`src/rtl/pipelined_adder.sv`:
```
// pipelined_adder
//   Pipelined WIDTH-bit adder/subtractor with carry/borrow-in. The carry
//   chain is split into STAGES equal slices of SW = WIDTH/STAGES bits. Each
//   slice is added in its own register stage, using the carry registered by
//   the stage before it. Operand bits that have not been added yet move
//   forward with the transaction. Sum slices that are already done move
//   forward with it too.
//
//   Flow control uses one global advance signal. When the output holds a
//   valid result that downstream does not take, every stage holds, including
//   its valid bit. Otherwise every stage shifts by one position. Bubbles stay
//   where they are and are not removed.
//
//   Latency: a transaction accepted on edge n is visible on S/C_OUT/OUT_VALID
//   after edge n+STAGES-1.
//
// Optional feature:
//   PIPE_ADDER_OVF_EN - adds the OVF output. OVF is the signed overflow of
//   the top slice. It is registered and stays aligned with S.
//
// Ports:
//   CLK        rising-edge clock
//   RST_N      asynchronous active-low reset; clears valid bits, S, C_OUT, OVF
//   IN_VALID   operand set present
//   IN_READY   operands accepted this cycle (combinational from OUT_READY)
//   A, B       WIDTH-bit operands
//   C_IN       carry-in (SUB=0) or borrow-in (SUB=1)
//   SUB        0: A+B+C_IN, 1: A-B-C_IN
//   OUT_VALID  result present
//   OUT_READY  downstream accepts result
//   S          WIDTH-bit sum/difference
//   C_OUT      carry-out (SUB=0) or not-borrow (SUB=1)
//   OVF        signed overflow (only with PIPE_ADDER_OVF_EN)

module pipelined_adder #(
    parameter int WIDTH  = 32,
    parameter int STAGES = 4
) (
    input  logic             CLK,
    input  logic             RST_N,
    input  logic             IN_VALID,
    output logic             IN_READY,
    input  logic [WIDTH-1:0] A,
    input  logic [WIDTH-1:0] B,
    input  logic             C_IN,
    input  logic             SUB,
    output logic             OUT_VALID,
    input  logic             OUT_READY,
    output logic [WIDTH-1:0] S,
`ifdef PIPE_ADDER_OVF_EN
    output logic             C_OUT,
    output logic             OVF
`else
    output logic             C_OUT
`endif
);

    localparam int SW = WIDTH / STAGES;

    logic              adv;
    logic              accept;

    // Per-stage state. Entry k holds the transaction after slice k is added.
    // Bits above slice k in a_q/b_q are operands still waiting to be added.
    // Bits up to slice k in s_q are finished sum bits.
    logic [WIDTH-1:0]  a_q [STAGES];
    logic [WIDTH-1:0]  a_d [STAGES];
    logic [WIDTH-1:0]  b_q [STAGES];
    logic [WIDTH-1:0]  b_d [STAGES];
    logic [WIDTH-1:0]  s_q [STAGES];
    logic [WIDTH-1:0]  s_d [STAGES];
    logic [STAGES-1:0] c_q;
    logic [STAGES-1:0] c_d;
    logic [STAGES-1:0] vld_q;
    logic [STAGES-1:0] vld_d;
`ifdef PIPE_ADDER_OVF_EN
    logic              ovf_q;
    logic              ovf_d;
`endif

    // Scratch values for the stage being evaluated inside the loop.
    logic [WIDTH-1:0]  a_src;
    logic [WIDTH-1:0]  b_src;
    logic [WIDTH-1:0]  s_src;
    logic [WIDTH-1:0]  s_next;
    logic              c_src;
    logic              v_src;
    logic [SW:0]       slice_sum;

    always_comb begin
        adv    = ~vld_q[STAGES-1] | OUT_READY;
        accept = IN_VALID & adv;

        a_src     = '0;
        b_src     = '0;
        s_src     = '0;
        s_next    = '0;
        c_src     = 1'b0;
        v_src     = 1'b0;
        slice_sum = '0;
        c_d       = c_q;
        vld_d     = vld_q;
`ifdef PIPE_ADDER_OVF_EN
        ovf_d     = ovf_q;
`endif

        for (int k = 0; k < STAGES; k++) begin
            a_d[k] = a_q[k];
            b_d[k] = b_q[k];
            s_d[k] = s_q[k];

            if (k == 0) begin
                // Subtraction is done as A + ~B + ~C_IN. This makes C_OUT a
                // not-borrow flag.
                a_src = A;
                b_src = SUB ? ~B : B;
                s_src = '0;
                c_src = SUB ? ~C_IN : C_IN;
                v_src = accept;
            end else begin
                a_src = a_q[k-1];
                b_src = b_q[k-1];
                s_src = s_q[k-1];
                c_src = c_q[k-1];
                v_src = vld_q[k-1];
            end

            slice_sum = {1'b0, a_src[k*SW +: SW]}
                      + {1'b0, b_src[k*SW +: SW]}
                      + {{SW{1'b0}}, c_src};
            s_next             = s_src;
            s_next[k*SW +: SW] = slice_sum[SW-1:0];

            if (adv) begin
                a_d[k]   = a_src;
                b_d[k]   = b_src;
                s_d[k]   = s_next;
                c_d[k]   = slice_sum[SW];
                vld_d[k] = v_src;
`ifdef PIPE_ADDER_OVF_EN
                // Carry into the MSB is a^b^sum at the MSB position.
                // Overflow is that carry XOR the carry out of the slice.
                if (k == STAGES - 1) begin
                    ovf_d = a_src[WIDTH-1] ^ b_src[WIDTH-1]
                          ^ slice_sum[SW-1] ^ slice_sum[SW];
                end
`endif
            end
        end
    end

    // Operand skew registers: no reset needed, their contents are qualified
    // by the valid bits.
    always_ff @(posedge CLK) begin
        for (int k = 0; k < STAGES; k++) begin
            a_q[k] <= a_d[k];
            b_q[k] <= b_d[k];
        end
    end

    // Valid bits, carries and sum slices: cleared immediately by reset so the
    // output reads zero while RST_N is low.
    always_ff @(posedge CLK or negedge RST_N) begin
        if (!RST_N) begin
            for (int k = 0; k < STAGES; k++) begin
                s_q[k] <= '0;
            end
            c_q   <= '0;
            vld_q <= '0;
`ifdef PIPE_ADDER_OVF_EN
            ovf_q <= 1'b0;
`endif
        end else begin
            for (int k = 0; k < STAGES; k++) begin
                s_q[k] <= s_d[k];
            end
            c_q   <= c_d;
            vld_q <= vld_d;
`ifdef PIPE_ADDER_OVF_EN
            ovf_q <= ovf_d;
`endif
        end
    end

    assign IN_READY  = adv;
    assign OUT_VALID = vld_q[STAGES-1];
    assign S         = s_q[STAGES-1];
    assign C_OUT     = c_q[STAGES-1];
`ifdef PIPE_ADDER_OVF_EN
    assign OVF       = ovf_q;
`endif

endmodule

```
`config.mk`:
```
export PLATFORM = sky130hd
export DESIGN_NAME = pipelined_adder
export DESIGN_NICKNAME = d
export VERILOG_FILES = /design/src/rtl/pipelined_adder.sv
export SDC_FILE = /design/constraint.sdc
export NUM_CORES = 1
export LEC_CHECK = 0
export ABC_AREA = 1
export CORE_ASPECT_RATIO = 0.6
export CORE_MARGIN = 1
export CORE_UTILIZATION = 55
export CTS_CLUSTER_SIZE = 30
export DETAILED_ROUTE_END_ITERATION = 10
export DONT_BUFFER_PORTS = 1
export PLACE_DENSITY_LB_ADDON = 0.08
export SYNTH_ARGS = -nofsm -noshare
export SYNTH_HDL_FRONTEND = slang
export SYNTH_SLANG_ARGS = --single-unit
```
`constraint.sdc`:
```
create_clock -name CLK -period 6.5 [get_ports CLK]
set_input_delay 1.3 -clock CLK [delete_from_list [all_inputs] [get_ports CLK]]
set_output_delay 1.3 -clock CLK [all_outputs]
set_load 0.005 [all_outputs]
```
# Word level (Yosys, flattened, before mapping)
# Memory sizes are Yosys's and may differ from the RTL's.
# Cells that the tools add are included.
[word_totals]
in_bits = 70
elab_cells = 32
ramBits = 256
n_memories = 2
output_inout_bits = 35
reg_bits = 88
[memory_table]
columns = ["name", "depth", "word_bits", "rd", "rd_ports_with_merged_regs", "wr", "line", "source"]
rows = [
  ["a_q", 4, 32, 3, 0, 4, "66", "logic [WIDTH-1:0] a_q [STAGES];"],
  ["b_q", 4, 32, 3, 0, 4, "68", "logic [WIDTH-1:0] b_q [STAGES];"],
]
[op_classes]
n_mux = 10
n_bitwise = 5
n_eq_ne = 1
addsub = 8
[op_table]
columns = ["operator", "count"]
rows = [
  ["$mux W32", 9],
  ["$add A8 B8 Y9", 4],
  ["$add A9 B1 Y9", 4],
  ["$not A32 Y32", 1],
  ["$not A1 Y1", 2],
  ["$and A1 B1 Y1", 1],
  ["$mux W1", 1],
  ["$ne A1 B1 Y1 const B", 1],
  ["$or A1 B1 Y1", 1],
]

# Logic depth before layout (Yosys ltp)
[logic_depth]
word_depth = 4
depth_mapped = 14
depth_no_buf = 12

# Least setup slack after synthesis
# OpenSTA, ideal clock, no wires.
[synth_path]
path_type = "input to output"
from = "input OUT_READY"
to = "output IN_READY"
path_slack_ns = 0.941
required_ns = 5.200
stages = 3
n_path_buf = 1
arrival_ns = 4.259
path_cell_list = "nor2_4 inv_2 clkbuf_1"
[synth_via]
elab_chain_cells = 1
[synth_lines]
columns = ["element", "line", "source"]
rows = [
  ["start: declaration", "48", "input logic OUT_READY,"],
  ["$or A1 B1 Y1", "91", "adv = ~vld_q[STAGES-1] | OUT_READY;"],
  ["end: declaration", "42", "output logic IN_READY,"],
]
# No other way between the ends.

# Worst setup path in the final report
# Ends and elaborated chain as after synthesis.

==> impl_metrics.env <==
export IMPL_status="completed"
export IMPL_syn_num_nets=871
export IMPL_synthTopCellsByCount="295 x nand2_1, 96 x edfxtp_1, 88 x dfrtp_1, 50 x inv_1, 37 x nand3_1"
export IMPL_ys_seq_area_share_pct=62.75
export IMPL_critPathMaxStageDelay_ns=0.51
export IMPL_drc_errors=0
export IMPL_drive_above_1_share_pct=5.101
export IMPL_synth_edf_count=96
export IMPL_timing_final_crit_share_pct=49.76
export IMPL_viasPerCell=5.094
export IMPL_met2_usage_pct=28.55
export IMPL_synth_area_um2=8103
export IMPL_crit_fanout=102
export IMPL_fin_crit_ns=3.235
export IMPL_cts_buffers=17
export IMPL_io_pins=105
export IMPL_hold_path_class="flip-flop to flip-flop"
export IMPL_seq_area_um2=5085
export IMPL_antenna_cells=0
export IMPL_dp_hpwl_um=8415
export IMPL_use_met1_pct=25.52
export IMPL_drt_initial_drc_count=339
export IMPL_synth_async_reset_ratio_pct=47.83
export IMPL_final_hold_viol_count=0
export IMPL_relSlewSlack_pct=38.05
export IMPL_busiest_layer="met2"
export IMPL_fp_dieH_um=96.02
export IMPL_cts_hold_buf=0
export IMPL_start_util_pct=57.89
export IMPL_syn_inst=765
export IMPL_r2r_end="a_q[1][29]"
export IMPL_globalRouteMet3Util_pct=3.692
export IMPL_overflow=0
export IMPL_ys_ff_latch=184
export IMPL_ant_nets=0
export IMPL_cts_htree_levels=4
export IMPL_die_w_um=158.7
export IMPL_core_um2=14000
export IMPL_finalMaxSlewViolations=0
export IMPL_yosysWarnings=0
export IMPL_clk_pin_slew_ns=0.07
export IMPL_min_delay_start="b_q[1][28]"
export IMPL_post_cts_buffers=0
export IMPL_worstSetupEndpointType="primary output"
export IMPL_gp_congestion=0.9282
export IMPL_hold_depth=0
export IMPL_grtUsageTotal_pct=18.32
export IMPL_cts_tree="yes"
export IMPL_fmax_mhz=309.2
export IMPL_clk_latency_ns=0.41
export IMPL_crit_cells=2
export IMPL_netlist_top_cells_area="edfxtp_1 36%, dfrtp_1 27%, nand2_1 14%"
export IMPL_critPathKind="input port to primary output"
export IMPL_synth_top_area_share_pct=35.58
export IMPL_worstPathCellList="nor2_4 > inv_6"
export IMPL_avgSynthCellArea_um2=10.59
export IMPL_tns_ns=0
export IMPL_ir_drop_v=0.0002316
export IMPL_yosysMostFrequentCell="nand2_1"
export IMPL_fillerInstances=1154
export IMPL_skew_ns=0.01393
export IMPL_vias=4773
export IMPL_timing_rr_start="vld_q[3]"
export IMPL_synth_ff_type="edfxtp_1"
export IMPL_final_area_um2=8579
export IMPL_rsz0062_at_grt="false"
export IMPL_die_area_um2=15240
export IMPL_critPathArrivalTime_ns=1.93
export IMPL_cts_root_buf="clkbuf_16"
export IMPL_path_buf_inv=1
export IMPL_routed_wl_um=13220
export IMPL_powerDensity_nw_per_um2=464.4
export IMPL_layout_nets=838
export IMPL_worst_slew_pin_slew_ns=0.9292
export IMPL_cts_max_path_buffers=2
export IMPL_cts_resized=0
export IMPL_r2r_setup_slack_ns=4.11
export IMPL_syn_to_final_growth_pct=5.883
export IMPL_critical_path_top_delay_family="buffers and inverters"
export IMPL_start_kind="input port"
export IMPL_min_to="b_q[2][28]"
export IMPL_p_leak_nw=4.027
export IMPL_num_rows=33
export IMPL_cpMaxStageDelayCell="inv_6"
export IMPL_yosysTopAreaCell="edfxtp_1"
export IMPL_grt_max_degree=103
export IMPL_worstPathRequired_ns=5.20
export IMPL_drv_cap=0
export IMPL_clock_sinks=184
export IMPL_place_ws_ns=3.281
export IMPL_final_setup_worst_slack_ns=3.265
export IMPL_wl_per_cell_um=14.11
export IMPL_yosysUniqueCellTypes=24
export IMPL_setup_viol=0
export IMPL_drt_pre_antenna_iters=5
export IMPL_multi_input_area_um2=2490
export IMPL_io_buffer_count=0
export IMPL_r2r_worst_path_cells=4
export IMPL_antenna_found_initial=0
export IMPL_total_power_w=0.003984
export IMPL_first_global_vias=4477
export IMPL_post_dp_cell_area_um2=8026
export IMPL_grt_pass1_wl_um=21220
## stage by stage
stage / hold WS [ns] / util [%] / std cells
after floorplan: 0.4003 / - / 765
after global placement: 0.4032 / 57.34 / 905
after detailed placement: 0.4045 / 57.34 / 905
after CTS: 0.4168 / 61.29 / 937
after global routing: 0.4233 / 61.29 / 937
final: 0.4176 / 61.29 / 937
## worst max path at each step
| stage | startpoint | to | slack [ns] |
|---|---|---|---|
| after global placement | OUT_READY | IN_READY | 3.29 |
| final | OUT_READY | IN_READY | 3.27 |
| after global routing | OUT_READY | IN_READY | 3.22 |
| after floorplan | OUT_READY | IN_READY | 0.94 |
| after detailed placement | OUT_READY | IN_READY | 3.28 |
| after CTS | OUT_READY | IN_READY | 3.27 |
## layout make-up
| cell class | instances | area share, % |
|---|---|---|
| timing repair buffer | 2 | 0.1750 |
| multi-input combinational | 476 | 29.02 |
| tap | 192 | 2.800 |
| clock buffer | 20 | 5.090 |
| sequential | 184 | 59.27 |
| inverter | 51 | 2.290 |
| clock inverter | 12 | 1.356 |
## where the power goes
group | internal (W) | switching [W]
logic | 0.000385 | 0.000664
clock network | 0.000535 | 0.000436
registers | 0.00173 | 0.000236
## cell usage in the layout (no fill, tap or decap)
master      instances
nand2_1           295
edfxtp_1           96
dfrtp_1            88
inv_1              50
nand3_1            37
xor2_1             32
ha_1               28
nor2_1             21
a21oi_1            17
clkbuf_16          17
o21ai_0            13
nand3b_1            8
fa_1                8
inv_6               6
or2_2               6
a211oi_1            4
clkbuf_1            3
clkinv_4            3
and2_1              2
buf_4               2
xnor2_1             1
nor2_4              1
or2_1               1
o21ai_1             1
a31oi_1             1
clkinv_2            1
clkinv_1            1
clkinvlp_4          1
bufinv_16           1
## cells by family (layout without fill, tap and decap cells)
family	Yosys count	count (layout)	synth area share (%)
AO/OA/AOI/OAI	36	36	2.363
XOR/XNOR	33	33	3.567
adder cells (fa/ha/maj)	36	36	6.300
buffers and inverters	105	85	6.516
flip-flops	184	184	62.75
AND/OR/NAND/NOR	371	371	18.50
## state kept, by name (all words and copies together) (netlist names)
name	count
s_src	24
c_q	4
s_q	24
a_q	48
vld_q	4
b_q	48
S	32
## layer usage
metal	vias up	wire, µm	part of all wire, %
li1	2374	-	-
met5	-	0	0
met1	2239	6462	49
met3	22	646	4.9
met4	0	214	1.6
met2	138	5896	45
## worst reg2reg max path, cell delays in order, from the launching register on
cell and delay [ns]:
dfrtp_1 0.39, inv_1 0.10, nor2_4 0.05, inv_6 0.51, buf_4 0.88
(Power assumes the default switching activity.)
